**src/rtl/tug_game_controller_pkg.sv**
```systemverilog
// Shared definitions for the tug-of-war game controller: game states,
// winner codes, small constants and the question answer table.
package tug_game_controller_pkg;

  typedef enum logic [1:0] {
    ST_IDLE      = 2'd0,
    ST_COUNTDOWN = 2'd1,
    ST_PLAY      = 2'd2,
    ST_WIN       = 2'd3
  } game_state_t;

  localparam logic [1:0] WINNER_NONE = 2'd0;
  localparam logic [1:0] WINNER_P1   = 2'd1;
  localparam logic [1:0] WINNER_P2   = 2'd2;

  localparam logic [3:0] LAST_QUESTION   = 4'd9;
  localparam logic [3:0] MAX_DIGIT       = 4'd9;
  localparam logic [3:0] COUNTDOWN_START = 4'd3;

  // Expected answer (A+B) for each question index; out-of-range indices give 0.
  function automatic logic [3:0] tug_answer(input logic [3:0] q);
    logic [3:0] a;
    case (q)
      4'd0:    a = 4'd3;
      4'd1:    a = 4'd7;
      4'd2:    a = 4'd5;
      4'd3:    a = 4'd9;
      4'd4:    a = 4'd15;
      4'd5:    a = 4'd8;
      4'd6:    a = 4'd12;
      4'd7:    a = 4'd7;
      4'd8:    a = 4'd14;
      4'd9:    a = 4'd15;
      default: a = 4'd0;
    endcase
    return a;
  endfunction

endpackage

```
**src/rtl/tug_game_controller_tick_counter.sv**
```systemverilog
// Down-counter used for the countdown steps and the per-player lockout.
// Loading sets it to CYCLES; it then counts down to zero while enabled.
// o_busy is high while the count is non-zero, o_done pulses for the one
// enabled cycle in which the count steps from 1 to 0.
module tug_tick_counter #(
  parameter int CYCLES = 10
) (
  input  logic i_clk,
  input  logic i_rst_n,
  input  logic i_clear,
  input  logic i_load,
  input  logic i_enable,
  output logic o_busy,
  output logic o_done
);

  localparam int W = $clog2(CYCLES + 1);
  localparam logic [W-1:0] LOAD_VAL = W'(CYCLES);
  localparam logic [W-1:0] ONE      = W'(1);

  logic [W-1:0] r_count;

  // Load wins over clear so a restart issued from another state is not lost.
  always_ff @(posedge i_clk or negedge i_rst_n) begin
    if (!i_rst_n) begin
      r_count <= '0;
    end else if (i_load) begin
      r_count <= LOAD_VAL;
    end else if (i_clear) begin
      r_count <= '0;
    end else if (i_enable && (r_count != '0)) begin
      r_count <= r_count - ONE;
    end
  end

  assign o_busy = (r_count != '0);
  assign o_done = i_enable && (r_count == ONE);

endmodule

```
**src/rtl/tug_game_controller.sv**
```systemverilog
// Game-flow controller for the two-player arithmetic tug-of-war.
// IDLE -> 3-2-1 countdown -> PLAY -> WIN, with answer checking, rope
// movement and a lockout for a player who submits a wrong answer.
// Every output is a register, updated one clock after the input pulse.
module tug_game_controller
  import tug_game_controller_pkg::*;
#(
  parameter int TICK_CYCLES    = 100_000_000,
  parameter int PENALTY_CYCLES = 50_000_000,
  parameter int ROPE_CENTER    = 320,
  parameter int ROPE_STEP      = 32,
  parameter int WIN_LEFT       = 160,
  parameter int WIN_RIGHT      = 480
) (
  input  logic       clk_100mhz,
  input  logic       reset,
  input  logic       btn_start,
  input  logic       p1_key_valid,
  input  logic [3:0] p1_key,
  input  logic       p1_enter,
  input  logic       p2_key_valid,
  input  logic [3:0] p2_key,
  input  logic       p2_enter,
  output logic [3:0] q_id,
  output logic [3:0] p1_val,
  output logic [3:0] p2_val,
  output logic [9:0] rope_x,
  output logic [1:0] winner_code,
  output logic       is_idle,
  output logic       is_countdown,
  output logic [3:0] countdown_val
);

  localparam logic [9:0]        CENTER10 = 10'(ROPE_CENTER);
  localparam logic [9:0]        LEFT10   = 10'(WIN_LEFT);
  localparam logic [9:0]        RIGHT10  = 10'(WIN_RIGHT);
  localparam logic signed [10:0] STEP11  = 11'(ROPE_STEP);
  localparam logic signed [10:0] LEFT11  = 11'(WIN_LEFT);
  localparam logic signed [10:0] RIGHT11 = 11'(WIN_RIGHT);

  game_state_t r_state;
  logic [3:0]  r_q_id;
  logic [3:0]  r_p1_val;
  logic [3:0]  r_p2_val;
  logic [9:0]  r_rope_x;
  logic [1:0]  r_winner;
  logic        r_is_idle;
  logic        r_is_cd;
  logic [3:0]  r_cd_val;

  logic        w_in_play;
  logic [3:0]  w_answer;
  logic        w_cd_tick, w_cd_busy, w_cd_load, w_cd_clear;
  logic        w_p1_locked, w_p2_locked, w_p1_done, w_p2_done;
  logic        w_p1_enter, w_p2_enter;
  logic        w_p1_correct, w_p2_correct, w_any_correct;
  logic        w_p1_wrong, w_p2_wrong;
  logic        w_p1_key_ok, w_p2_key_ok;
  logic [3:0]  w_p1_key_val, w_p2_key_val;
  logic [3:0]  w_q_next;
  logic signed [10:0] w_rope_next;
  logic        w_hit_left, w_hit_right;
  logic        w_unused_ok;

  assign w_in_play = (r_state == ST_PLAY);
  assign w_answer  = tug_answer(r_q_id);

  // Countdown steps restart on game start and after every non-final tick.
  assign w_cd_load  = ((r_state == ST_IDLE) && btn_start) ||
                      ((r_state == ST_COUNTDOWN) && w_cd_tick && (r_cd_val != 4'd1));
  assign w_cd_clear = (r_state != ST_COUNTDOWN);

  tug_tick_counter #(.CYCLES(TICK_CYCLES)) u_countdown_tick (
    .i_clk    (clk_100mhz),
    .i_rst_n  (reset),
    .i_clear  (w_cd_clear),
    .i_load   (w_cd_load),
    .i_enable (r_state == ST_COUNTDOWN),
    .o_busy   (w_cd_busy),
    .o_done   (w_cd_tick)
  );

  tug_tick_counter #(.CYCLES(PENALTY_CYCLES)) u_p1_penalty (
    .i_clk    (clk_100mhz),
    .i_rst_n  (reset),
    .i_clear  (!w_in_play),
    .i_load   (w_p1_wrong),
    .i_enable (1'b1),
    .o_busy   (w_p1_locked),
    .o_done   (w_p1_done)
  );

  tug_tick_counter #(.CYCLES(PENALTY_CYCLES)) u_p2_penalty (
    .i_clk    (clk_100mhz),
    .i_rst_n  (reset),
    .i_clear  (!w_in_play),
    .i_load   (w_p2_wrong),
    .i_enable (1'b1),
    .o_busy   (w_p2_locked),
    .o_done   (w_p2_done)
  );

  assign w_unused_ok = w_cd_busy ^ w_p1_done ^ w_p2_done;

  // An enter is only honoured in PLAY and outside a lockout; it judges the value already held.
  assign w_p1_enter    = w_in_play && p1_enter && !w_p1_locked;
  assign w_p2_enter    = w_in_play && p2_enter && !w_p2_locked;
  assign w_p1_correct  = w_p1_enter && (r_p1_val == w_answer);
  assign w_p2_correct  = w_p2_enter && (r_p2_val == w_answer);
  assign w_p1_wrong    = w_p1_enter && (r_p1_val != w_answer);
  assign w_p2_wrong    = w_p2_enter && (r_p2_val != w_answer);
  assign w_any_correct = w_p1_correct || w_p2_correct;

  // A digit is dropped when the same player also pressed enter this cycle.
  assign w_p1_key_ok  = p1_key_valid && !p1_enter && !w_p1_locked && (p1_key <= MAX_DIGIT);
  assign w_p2_key_ok  = p2_key_valid && !p2_enter && !w_p2_locked && (p2_key <= MAX_DIGIT);
  assign w_p1_key_val = ((r_p1_val == 4'd1) && (p1_key <= 4'd5)) ? (p1_key + 4'd10) : p1_key;
  assign w_p2_key_val = ((r_p2_val == 4'd1) && (p2_key <= 4'd5)) ? (p2_key + 4'd10) : p2_key;

  assign w_q_next = (r_q_id == LAST_QUESTION) ? 4'd0 : (r_q_id + 4'd1);

  // Candidate rope position in 11-bit signed so a pull past zero cannot wrap.
  always_comb begin
    w_rope_next = $signed({1'b0, r_rope_x});
    if (w_p1_correct && !w_p2_correct) begin
      w_rope_next = w_rope_next - STEP11;
    end else if (w_p2_correct && !w_p1_correct) begin
      w_rope_next = w_rope_next + STEP11;
    end
  end

  assign w_hit_left  = (w_rope_next <= LEFT11);
  assign w_hit_right = (w_rope_next >= RIGHT11);

  // Game state machine with all display-facing outputs registered.
  always_ff @(posedge clk_100mhz or negedge reset) begin
    if (!reset) begin
      r_state   <= ST_IDLE;
      r_q_id    <= 4'd0;
      r_p1_val  <= 4'd0;
      r_p2_val  <= 4'd0;
      r_rope_x  <= CENTER10;
      r_winner  <= WINNER_NONE;
      r_is_idle <= 1'b1;
      r_is_cd   <= 1'b0;
      r_cd_val  <= 4'd0;
    end else begin
      case (r_state)
        ST_IDLE: begin
          if (btn_start) begin
            r_state   <= ST_COUNTDOWN;
            r_is_idle <= 1'b0;
            r_is_cd   <= 1'b1;
            r_cd_val  <= COUNTDOWN_START;
          end
        end
        ST_COUNTDOWN: begin
          if (w_cd_tick) begin
            if (r_cd_val == 4'd1) begin
              r_state  <= ST_PLAY;
              r_is_cd  <= 1'b0;
              r_cd_val <= 4'd0;
              r_q_id   <= 4'd0;
              r_p1_val <= 4'd0;
              r_p2_val <= 4'd0;
              r_rope_x <= CENTER10;
            end else begin
              r_cd_val <= r_cd_val - 4'd1;
            end
          end
        end
        ST_PLAY: begin
          if (w_any_correct) begin
            r_q_id   <= w_q_next;
            r_p1_val <= 4'd0;
            r_p2_val <= 4'd0;
          end else begin
            if (w_p1_wrong) begin
              r_p1_val <= 4'd0;
            end else if (w_p1_key_ok) begin
              r_p1_val <= w_p1_key_val;
            end
            if (w_p2_wrong) begin
              r_p2_val <= 4'd0;
            end else if (w_p2_key_ok) begin
              r_p2_val <= w_p2_key_val;
            end
          end
          if (w_hit_left) begin
            r_rope_x <= LEFT10;
            r_winner <= WINNER_P1;
            r_state  <= ST_WIN;
          end else if (w_hit_right) begin
            r_rope_x <= RIGHT10;
            r_winner <= WINNER_P2;
            r_state  <= ST_WIN;
          end else begin
            r_rope_x <= w_rope_next[9:0];
          end
        end
        ST_WIN: begin
          if (btn_start) begin
            r_state   <= ST_IDLE;
            r_is_idle <= 1'b1;
            r_winner  <= WINNER_NONE;
            r_rope_x  <= CENTER10;
            r_p1_val  <= 4'd0;
            r_p2_val  <= 4'd0;
            r_q_id    <= 4'd0;
          end
        end
        default: begin
          r_state <= ST_IDLE;
        end
      endcase
    end
  end

  assign q_id          = r_q_id;
  assign p1_val        = r_p1_val;
  assign p2_val        = r_p2_val;
  assign rope_x        = r_rope_x;
  assign winner_code   = r_winner;
  assign is_idle       = r_is_idle;
  assign is_countdown  = r_is_cd;
  assign countdown_val = r_cd_val;

endmodule

```
**config.mk**
```make
export PLATFORM = sky130hd
export DESIGN_NAME = tug_game_controller
export DESIGN_NICKNAME = d
export VERILOG_FILES = /design/src/rtl/tug_game_controller_pkg.sv /design/src/rtl/tug_game_controller_tick_counter.sv /design/src/rtl/tug_game_controller.sv
export SDC_FILE = /design/constraint.sdc
export NUM_CORES = 1
export LEC_CHECK = 0
export ABC_CLOCK_PERIOD_IN_PS = 7800
export BUFFER_PORTS_ARGS = -buffer_cell sky130_fd_sc_hd__buf_2
export CAP_MARGIN = 15
export CORE_ASPECT_RATIO = 0.8
export CORE_MARGIN = 4
export CORE_UTILIZATION = 52
export CTS_CLUSTER_SIZE = 40
export DETAILED_ROUTE_END_ITERATION = 10
export PLACE_DENSITY = 0.74
export RECOVER_POWER = 100
export SYNTH_ARGS = -nofsm -noshare
export SYNTH_HDL_FRONTEND = slang
export SYNTH_SLANG_ARGS = --single-unit
```
**constraint.sdc**
```tcl
create_clock -name clk_100mhz -period 7.8 [get_ports clk_100mhz]
set_clock_uncertainty 0.15 [all_clocks]
set_input_delay 0 -clock clk_100mhz [delete_from_list [all_inputs] [get_ports clk_100mhz]]
set_output_delay 0 -clock clk_100mhz [all_outputs]
set_load 0.01 [all_outputs]
```
After elaboration in Yosys (flattened, before gate mapping)
Memory sizes are Yosys's and may differ from the RTL's.
Cells that the tools add are included.
{"block": "totals", "regBits": 111, "rom_bits": 64, "inputBits": 15, "out_inout_bits": 30, "mem_count": 1}
{"name": "(no name shown)", "depth": 16, "width": 4, "read_ports": 1, "rd_ports_with_merged_regs": 0, "write_ports": 0, "line_no": "tug_game_controller_pkg.sv:23", "rtl": "case (q)"}
{"block": "classes", "add_sub_neg": 9, "n_lt_le_gt_ge": 6, "n_eq_ne": 24, "n_mux": 53, "reduce_logical": 49}
{"operator": "$mux 26", "count": 6}
{"operator": "$mux 27", "count": 3}
{"operator": "$mux 4", "count": 16}
{"operator": "$reduce_bool 26->1", "count": 2}
{"operator": "$sub 26x1->26 const B", "count": 2}
{"operator": "$mux 10", "count": 5}
{"operator": "$pmux 4 s3", "count": 3}
{"operator": "$pmux 10 s3", "count": 1}
{"operator": "$eq 27x1->1 const B", "count": 1}
{"operator": "$reduce_bool 27->1", "count": 1}
{"operator": "$sub 27x1->27 const B", "count": 1}
{"operator": "$logic_and 1x1->1", "count": 23}
{"operator": "$mux 11", "count": 2}
{"operator": "$reduce_and 5->1", "count": 4}
{"operator": "$mux 2", "count": 8}
{"operator": "$eq 4x1->1 const B", "count": 3}
{"operator": "$ne 4x1->1 const B", "count": 3}
{"operator": "$add 10x6->11 const B", "count": 1}
{"operator": "$ge 11x10->1 const B", "count": 1}
{"operator": "$le 11x9->1 const B", "count": 1}
{"operator": "$sub 10x6->11 const B", "count": 1}
{"operator": "$ne 3x1->1 const B", "count": 3}
{"operator": "$reduce_and 3->1", "count": 3}
{"operator": "$add 4x4->4 const B", "count": 2}
{"operator": "other kinds (22)", "count": 45}

Depth between registers and ports, before layout
{"block": "logic_depth", "word_depth": 12, "depth_mapped": 13, "mapped_depth_nobuf": 12}

Modules after synthesis
Synthesis repeated with hierarchy kept, for this count alone.
{"block": "unflattened", "cells_unflattened": 774, "hier_area_um2": 6993.0}
{"mod": "tug_game_controller", "n_inst": 1, "cells_per_inst": 273, "area_per_inst_um2": 2287.2, "seq_area_each_um2": 679.4}
{"mod": "tug_tick_counter (u_p1_penalty)", "n_inst": 1, "cells_per_inst": 169, "area_per_inst_um2": 1596.5, "seq_area_each_um2": 650.6}
{"mod": "tug_tick_counter (u_countdown_tick)", "n_inst": 1, "cells_per_inst": 167, "area_per_inst_um2": 1570.3, "seq_area_each_um2": 675.6}
{"mod": "tug_tick_counter (u_p2_penalty)", "n_inst": 1, "cells_per_inst": 165, "area_per_inst_um2": 1539.0, "seq_area_each_um2": 650.6}

Worst setup path after synthesis
No wires, ideal clock.
{"block": "synth_path", "path_kind": "register to register", "start": "reg r_q_id[1], in the netlist q_id[1]", "end": "reg r_state[0]", "setup_time_ns": 0.124, "arrival_ns": 3.185, "path_slack_ns": 4.341, "path_stages_with_launch": 13, "period_less_slack_ns": 3.459, "path_cell_list": "dfrtp_1 -> inv_1 -> ha_1 -> and3b_1 -> or3_1 -> a32oi_1 -> o211ai_1 -> nor4_1 -> a32oi_2 -> xnor2_2 -> nand4b_2 -> and2_4 -> o31a_1"}
{"block": "synth_between", "elab_chain_len": 10}
{"element": "start, declared", "line_no": "tug_game_controller.sv:42", "rtl": "logic [3:0] r_q_id;"}
{"element": "start signal, assigned", "line_no": "tug_game_controller.sv:174", "rtl": "r_q_id <= w_q_next;"}
{"element": "$mem_v2 16x4 (*)"}
{"element": "$eq 4x4->1", "line_no": "tug_game_controller.sv:108", "rtl": "assign w_p1_correct = w_p1_enter && (r_p1_val == w_answer);"}
{"element": "$logic_and 1x1->1", "line_no": "tug_game_controller.sv:108"}
{"element": "$logic_not 1->1", "line_no": "tug_game_controller.sv:127", "rtl": "end else if (w_p2_correct && !w_p1_correct) begin"}
{"element": "$logic_and 1x1->1", "line_no": "tug_game_controller.sv:127"}
{"element": "$mux 11", "line_no": "tug_game_controller.sv:127"}
{"element": "$mux 11 (*)", "line_no": "tug_game_controller.sv:125", "rtl": "if (w_p1_correct && !w_p2_correct) begin"}
{"element": "$le 11x9->1 or $ge 11x10->1 (tied branches)", "line_no": "tug_game_controller.sv:132, tug_game_controller.sv:133"}
{"element": "$ne 3x1->1 (no source line) or $mux 2 (tied branches)"}
{"element": "$reduce_and 5->1 (no source line) or $pmux 2 s4 (tied branches)"}
{"element": "end signal, assigned", "line_no": "tug_game_controller.sv:138", "rtl": "r_state <= ST_IDLE;"}
{"element": "end signal, assigned", "line_no": "tug_game_controller.sv:151", "rtl": "r_state <= ST_COUNTDOWN;"}
{"element": "end signal, assigned", "line_no": "tug_game_controller.sv:160", "rtl": "r_state <= ST_PLAY;"}
{"element": "end, declared", "line_no": "tug_game_controller.sv:41", "rtl": "game_state_t r_state;"}
Every way passes the cells marked *; elsewhere a longest branch is shown, timed or not.
A chain may end at the register's enable or synchronous reset.

Final worst setup path
{"block": "layout_path", "start": "reg u_p1_penalty.r_count[12]", "end": "reg r_winner[1], in the netlist winner_code[1]"}
{"block": "layout_between", "elab_chain_len": 11}
{"element": "start, declared", "line_no": "tug_game_controller_tick_counter.sv:21", "rtl": "logic [W-1:0] r_count;"}
{"element": "start signal, assigned", "line_no": "tug_game_controller_tick_counter.sv:32", "rtl": "r_count <= r_count - ONE;"}
{"element": "$reduce_bool 26->1 (*)", "line_no": "tug_game_controller_tick_counter.sv:36", "rtl": "assign o_busy = (r_count != '0);"}
{"element": "$logic_not 1->1 (*)", "line_no": "tug_game_controller.sv:106", "rtl": "assign w_p1_enter = w_in_play && p1_enter && !w_p1_locked;"}
{"element": "$logic_and 1x1->1 (*)", "line_no": "tug_game_controller.sv:106"}
{"element": "$logic_and 1x1->1 (*)", "line_no": "tug_game_controller.sv:108"}
{"element": "$logic_not 1->1", "line_no": "tug_game_controller.sv:127"}
{"element": "$logic_and 1x1->1", "line_no": "tug_game_controller.sv:127"}
{"element": "$mux 11", "line_no": "tug_game_controller.sv:127"}
{"element": "$mux 11 (*)", "line_no": "tug_game_controller.sv:125"}
{"element": "$le 11x9->1 or $ge 11x10->1 (tied branches)", "line_no": "tug_game_controller.sv:132, tug_game_controller.sv:133"}
{"element": "$ne 3x1->1 (no source line) or $mux 2 (tied branches)"}
{"element": "$reduce_and 3->1 (no source line) or $pmux 2 s2 (tied branches)"}
{"element": "end signal, assigned", "line_no": "tug_game_controller.sv:143", "rtl": "r_winner <= WINNER_NONE;"}
{"element": "end signal, assigned", "line_no": "tug_game_controller.sv:191", "rtl": "r_winner <= WINNER_P1;"}
{"element": "end signal, assigned", "line_no": "tug_game_controller.sv:195", "rtl": "r_winner <= WINNER_P2;"}
{"element": "end, declared", "line_no": "tug_game_controller.sv:46", "rtl": "logic [1:0] r_winner;"}
Marked as above.

==> results.py <==
metrics = {
    "global_route": {
        "track_usage_pct": 20.01,
        "antenna_found_initial": 0,
        "gr-total-overflow": 0,
        "grt_pass1_vias": 4922,
        "grt_pass1_wl_mm": 22.94,
        "grt_max_degree": 66,
    },
    "synthesis": {
        "synth-simple-area-share_pct": 23.65,
        "synth_top_area_share_pct": 41.40,
        "synth-compound-area-share_pct": 15.17,
        "synthAdderAreaFrac_pct": 4.220,
        "async_flop_share_pct": 100.0,
        "synth.most_common_cell": "dfrtp_1",
        "ys_ff_latch": 106,
        "yosys_warnings": 0,
        "ys_seq_area_share_pct": 42.66,
        "avgSynthCellArea_sq_um": 9.076,
        "yosysUniqueCellTypes": 73,
        "synth_area_leaders": "dfrtp_1 41%, xnor2_1 6.2%, o21ai_0 5.1%",
        "netlist_area_sq_mm": 0.006226,
        "yosys.area.top_type": "dfrtp_1",
        "synth_top_family_by_area": "simple AND/OR/NAND/NOR gates",
        "synthXorXnorAreaFrac_pct": 9.264,
        "synth_flop_cell": "dfrtp_1",
        "synth-edff-count": 0,
        "muxShareOfSynthArea_pct": 1.527,
        "synthTopCellsByCount": "103 x dfrtp_1, 78 x nor2_1, 64 x nand2_1, 64 x o21ai_0, 44 x xnor2_1",
        "synth_cells": 686,
    },
    "sta": {
        "grt_setup_unrepaired": "false",
        "fin_setup_tns_ns": 0,
        "drv_slew": 43,
        "finalCritPeriodShare_pct": 57.53,
        "min_period_ns": 4.488,
        "hold_viol_final": 0,
        "worstMarginPinSlew_ns": 2.225,
        "setup_slack_ns": 3.313,
        "max_freq_mhz": 222.8,
        "setup_viol": 0,
        "slew_headroom_pct": -48.35,
    },
    "layout": {
        "design_area_sq_mm": 0.006867,
        "n_antenna_cell": 0,
        "drive_gt1_share_pct": 6.403,
        "final_nets": 765,
        "fillers": 988,
        "area_growth_pct": 10.29,
    },
    "floorplanning": {
        "die-area_sq_mm": 0.01380,
        "start_util_pct": 53.65,
        "row_count": 35,
        "dieHeight_um": 105.9,
        "io_pins": 45,
        "die_w_um": 130.3,
        "core_area_sq_mm": 0.01160,
    },
    "critical_path": {
        "r2r_slack_ns": 3.31,
        "r2r_cells": 10,
        "cp.required_ns": 7.85,
        "critPathKind": "flop to flop",
        "critPathLaunchType": "flop",
        "arrival_ns": 4.54,
        "timing.rr.start": "u_p1_penalty.r_count[12]",
        "crit_fanout": 7,
        "crit_path_end_kind": "flop",
        "r2r-end": "winner_code[1]",
    },
    "worst_hold_path": {
        "hold_start": "p1_enter",
        "hp-class": "primary input to flop",
        "min_to": "p1_val[0]",
        "hold_path_depth": 4,
    },
    "detailed_routing": {
        "via_per_inst": 5.887,
        "drtPass1Iterations": 5,
        "drc_errors": 0,
        "finalWirelength_mm": 13.48,
        "drtIter0Drc": 431,
        "wl_per_cell_um": 15.29,
        "route.vias.total": 5192,
        "antenna_left": 0,
    },
    "cts": {
        "cts_buffer_depth": 2,
        "post_cts_buffers": 0,
        "clock_latency_ns": 0.34,
        "path_clk_slew_ns": 0.07,
        "cts_tree": "yes",
        "cts_root_buf": "clkbuf_16",
        "cts_hold_buf": 11,
        "numCtsBuffers": 9,
        "cts.repair.resized": 0,
        "cts-htree-levels": 3,
        "cts_sinks": 106,
    },
    "status": {
        "run_status": "finished, violations left",
        "failed_checks": "max-capacitance violations, max-slew violations",
    },
    "placement": {
        "dpl-instance-area_sq_mm": 0.006523,
        "port_buffers": 39,
        "hpwl_mm": 9.560,
        "pre_cts_ws_ns": 3.903,
        "place.gp.congestion": 0.9002,
    },
    "power_and_ir_drop": {
        "powerDensity_mw_per_mm2": 150.3,
        "p_leak_uw": 0.003202,
        "vdd_ir_drop_max_mv": 0.1080,
    },
    "run": {
        "drv_cap": 1,
    },
}
## registers in the layout (all words and copies together) (netlist names)
register                  cells
countdown_val                 4
is_countdown                  1
is_idle                       1
p1_val                        4
p2_val                        4
q_id                          4
r_state                       2
rope_x                        5
u_countdown_tick.r_count     27
u_p1_penalty.r_count         26
u_p2_penalty.r_count         26
winner_code                   2
## critical path: stages (launching register included)
cell and delay, ns:
dfrtp_1 0.42, or3_1 0.42, or4_4 0.45, nor3_1 0.55, nand3_1 0.33, nor4_1 0.53
a32oi_2 0.18, xnor2_1 0.49, nand4b_2 0.20, and2_0 0.26, o311ai_0 0.37
## metal layers
metal	wire, um	up-vias	share of wire, %	global-route usage, %
li1	-	2519	-	-
met1	6601	2550	49	28.77
met2	6275	108	47	31.08
met3	457	15	3.4	3.951
met4	147	0	1.1	5.066
met5	0	-	0	0
## where the power goes
group / internal, uW / switching [uW]
Clock: 260 / 197
Combinational: 8.45 / 17.1
Sequential: 549 / 0
## worst max path at each step
stage | startpoint | end | slack [ns] | cells past startpoint
6_report | u_p1_penalty.r_count[12] | winner_code[1] | 3.31 | 10
3_3_place_gp | q_id[1] | r_state[0] | 4.10 | 12
2_1_floorplan | q_id[1] | r_state[0] | 4.34 | 12
5_1_grt | u_p1_penalty.r_count[10] | winner_code[1] | 3.09 | 10
3_5_place_dp | q_id[1] | winner_code[1] | 3.90 | 12
4_1_cts | q_id[1] | winner_code[1] | 3.86 | 12
## kinds of logic after synthesis
logic type / count (synthesis)
DFF: 106
AOI/OAI and AO/OA: 148
buffers and inverters: 51
muxes: 9
and+or+nand+nor: 285
xor gates and xnor gates: 65
adders and majority gates: 21
other: 1
## area by class of cell
class,count,area [sq um],area share [%]
flip-flops and latches,106,2656,38.68
clock inverters,3,47.55,0.6924
well taps,148,185.2,2.697
repair buffers,51,282.8,4.118
clock buffers,13,250.2,3.644
inverters,28,105.1,1.531
multi-input cells,533,3339,48.63
## layout by cell type (no fill, tap or decap), types with 3 or more instances in the layout
cell type      count
a21o_1             4
a21oi_1           23
a31oi_1            4
and3_1             4
and4b_1            4
buf_2             15
clkbuf_1          27
clkbuf_16          9
conb_1             5
dfrtp_1          103
dlygate4sd3_1     11
ha_1              21
inv_1             28
mux2_2             4
mux2i_1            5
nand2_1           64
nand2b_1          10
nand3_1           17
nand4_1            7
nor2_1            78
nor2b_1            4
nor3_1            32
nor4_1            17
nor4b_1            3
o211ai_1           4
o21ai_0           64
o311ai_0           4
o31ai_1            9
o41ai_1            6
or3_1             18
or4_1              7
xnor2_1           45
xor2_1            20
## through the flow
| stage | util (%) | hold WS, ns | power, uW | std cells |
|---|---|---|---|---|
| global placement | 56.20 | -0.1380 | 581.8 | 855 |
| global route | 59.17 | 0.1086 | 1069 | 882 |
| finish | 59.17 | 0.07563 | 1032 | 882 |
| detailed placement | 56.20 | -0.1317 | 582.3 | 855 |
| floorplan | - | -0.4456 | 566.8 | 690 |
| CTS | 59.72 | 0.03926 | 1046 | 882 |
(Power assumes the default switching activity.)
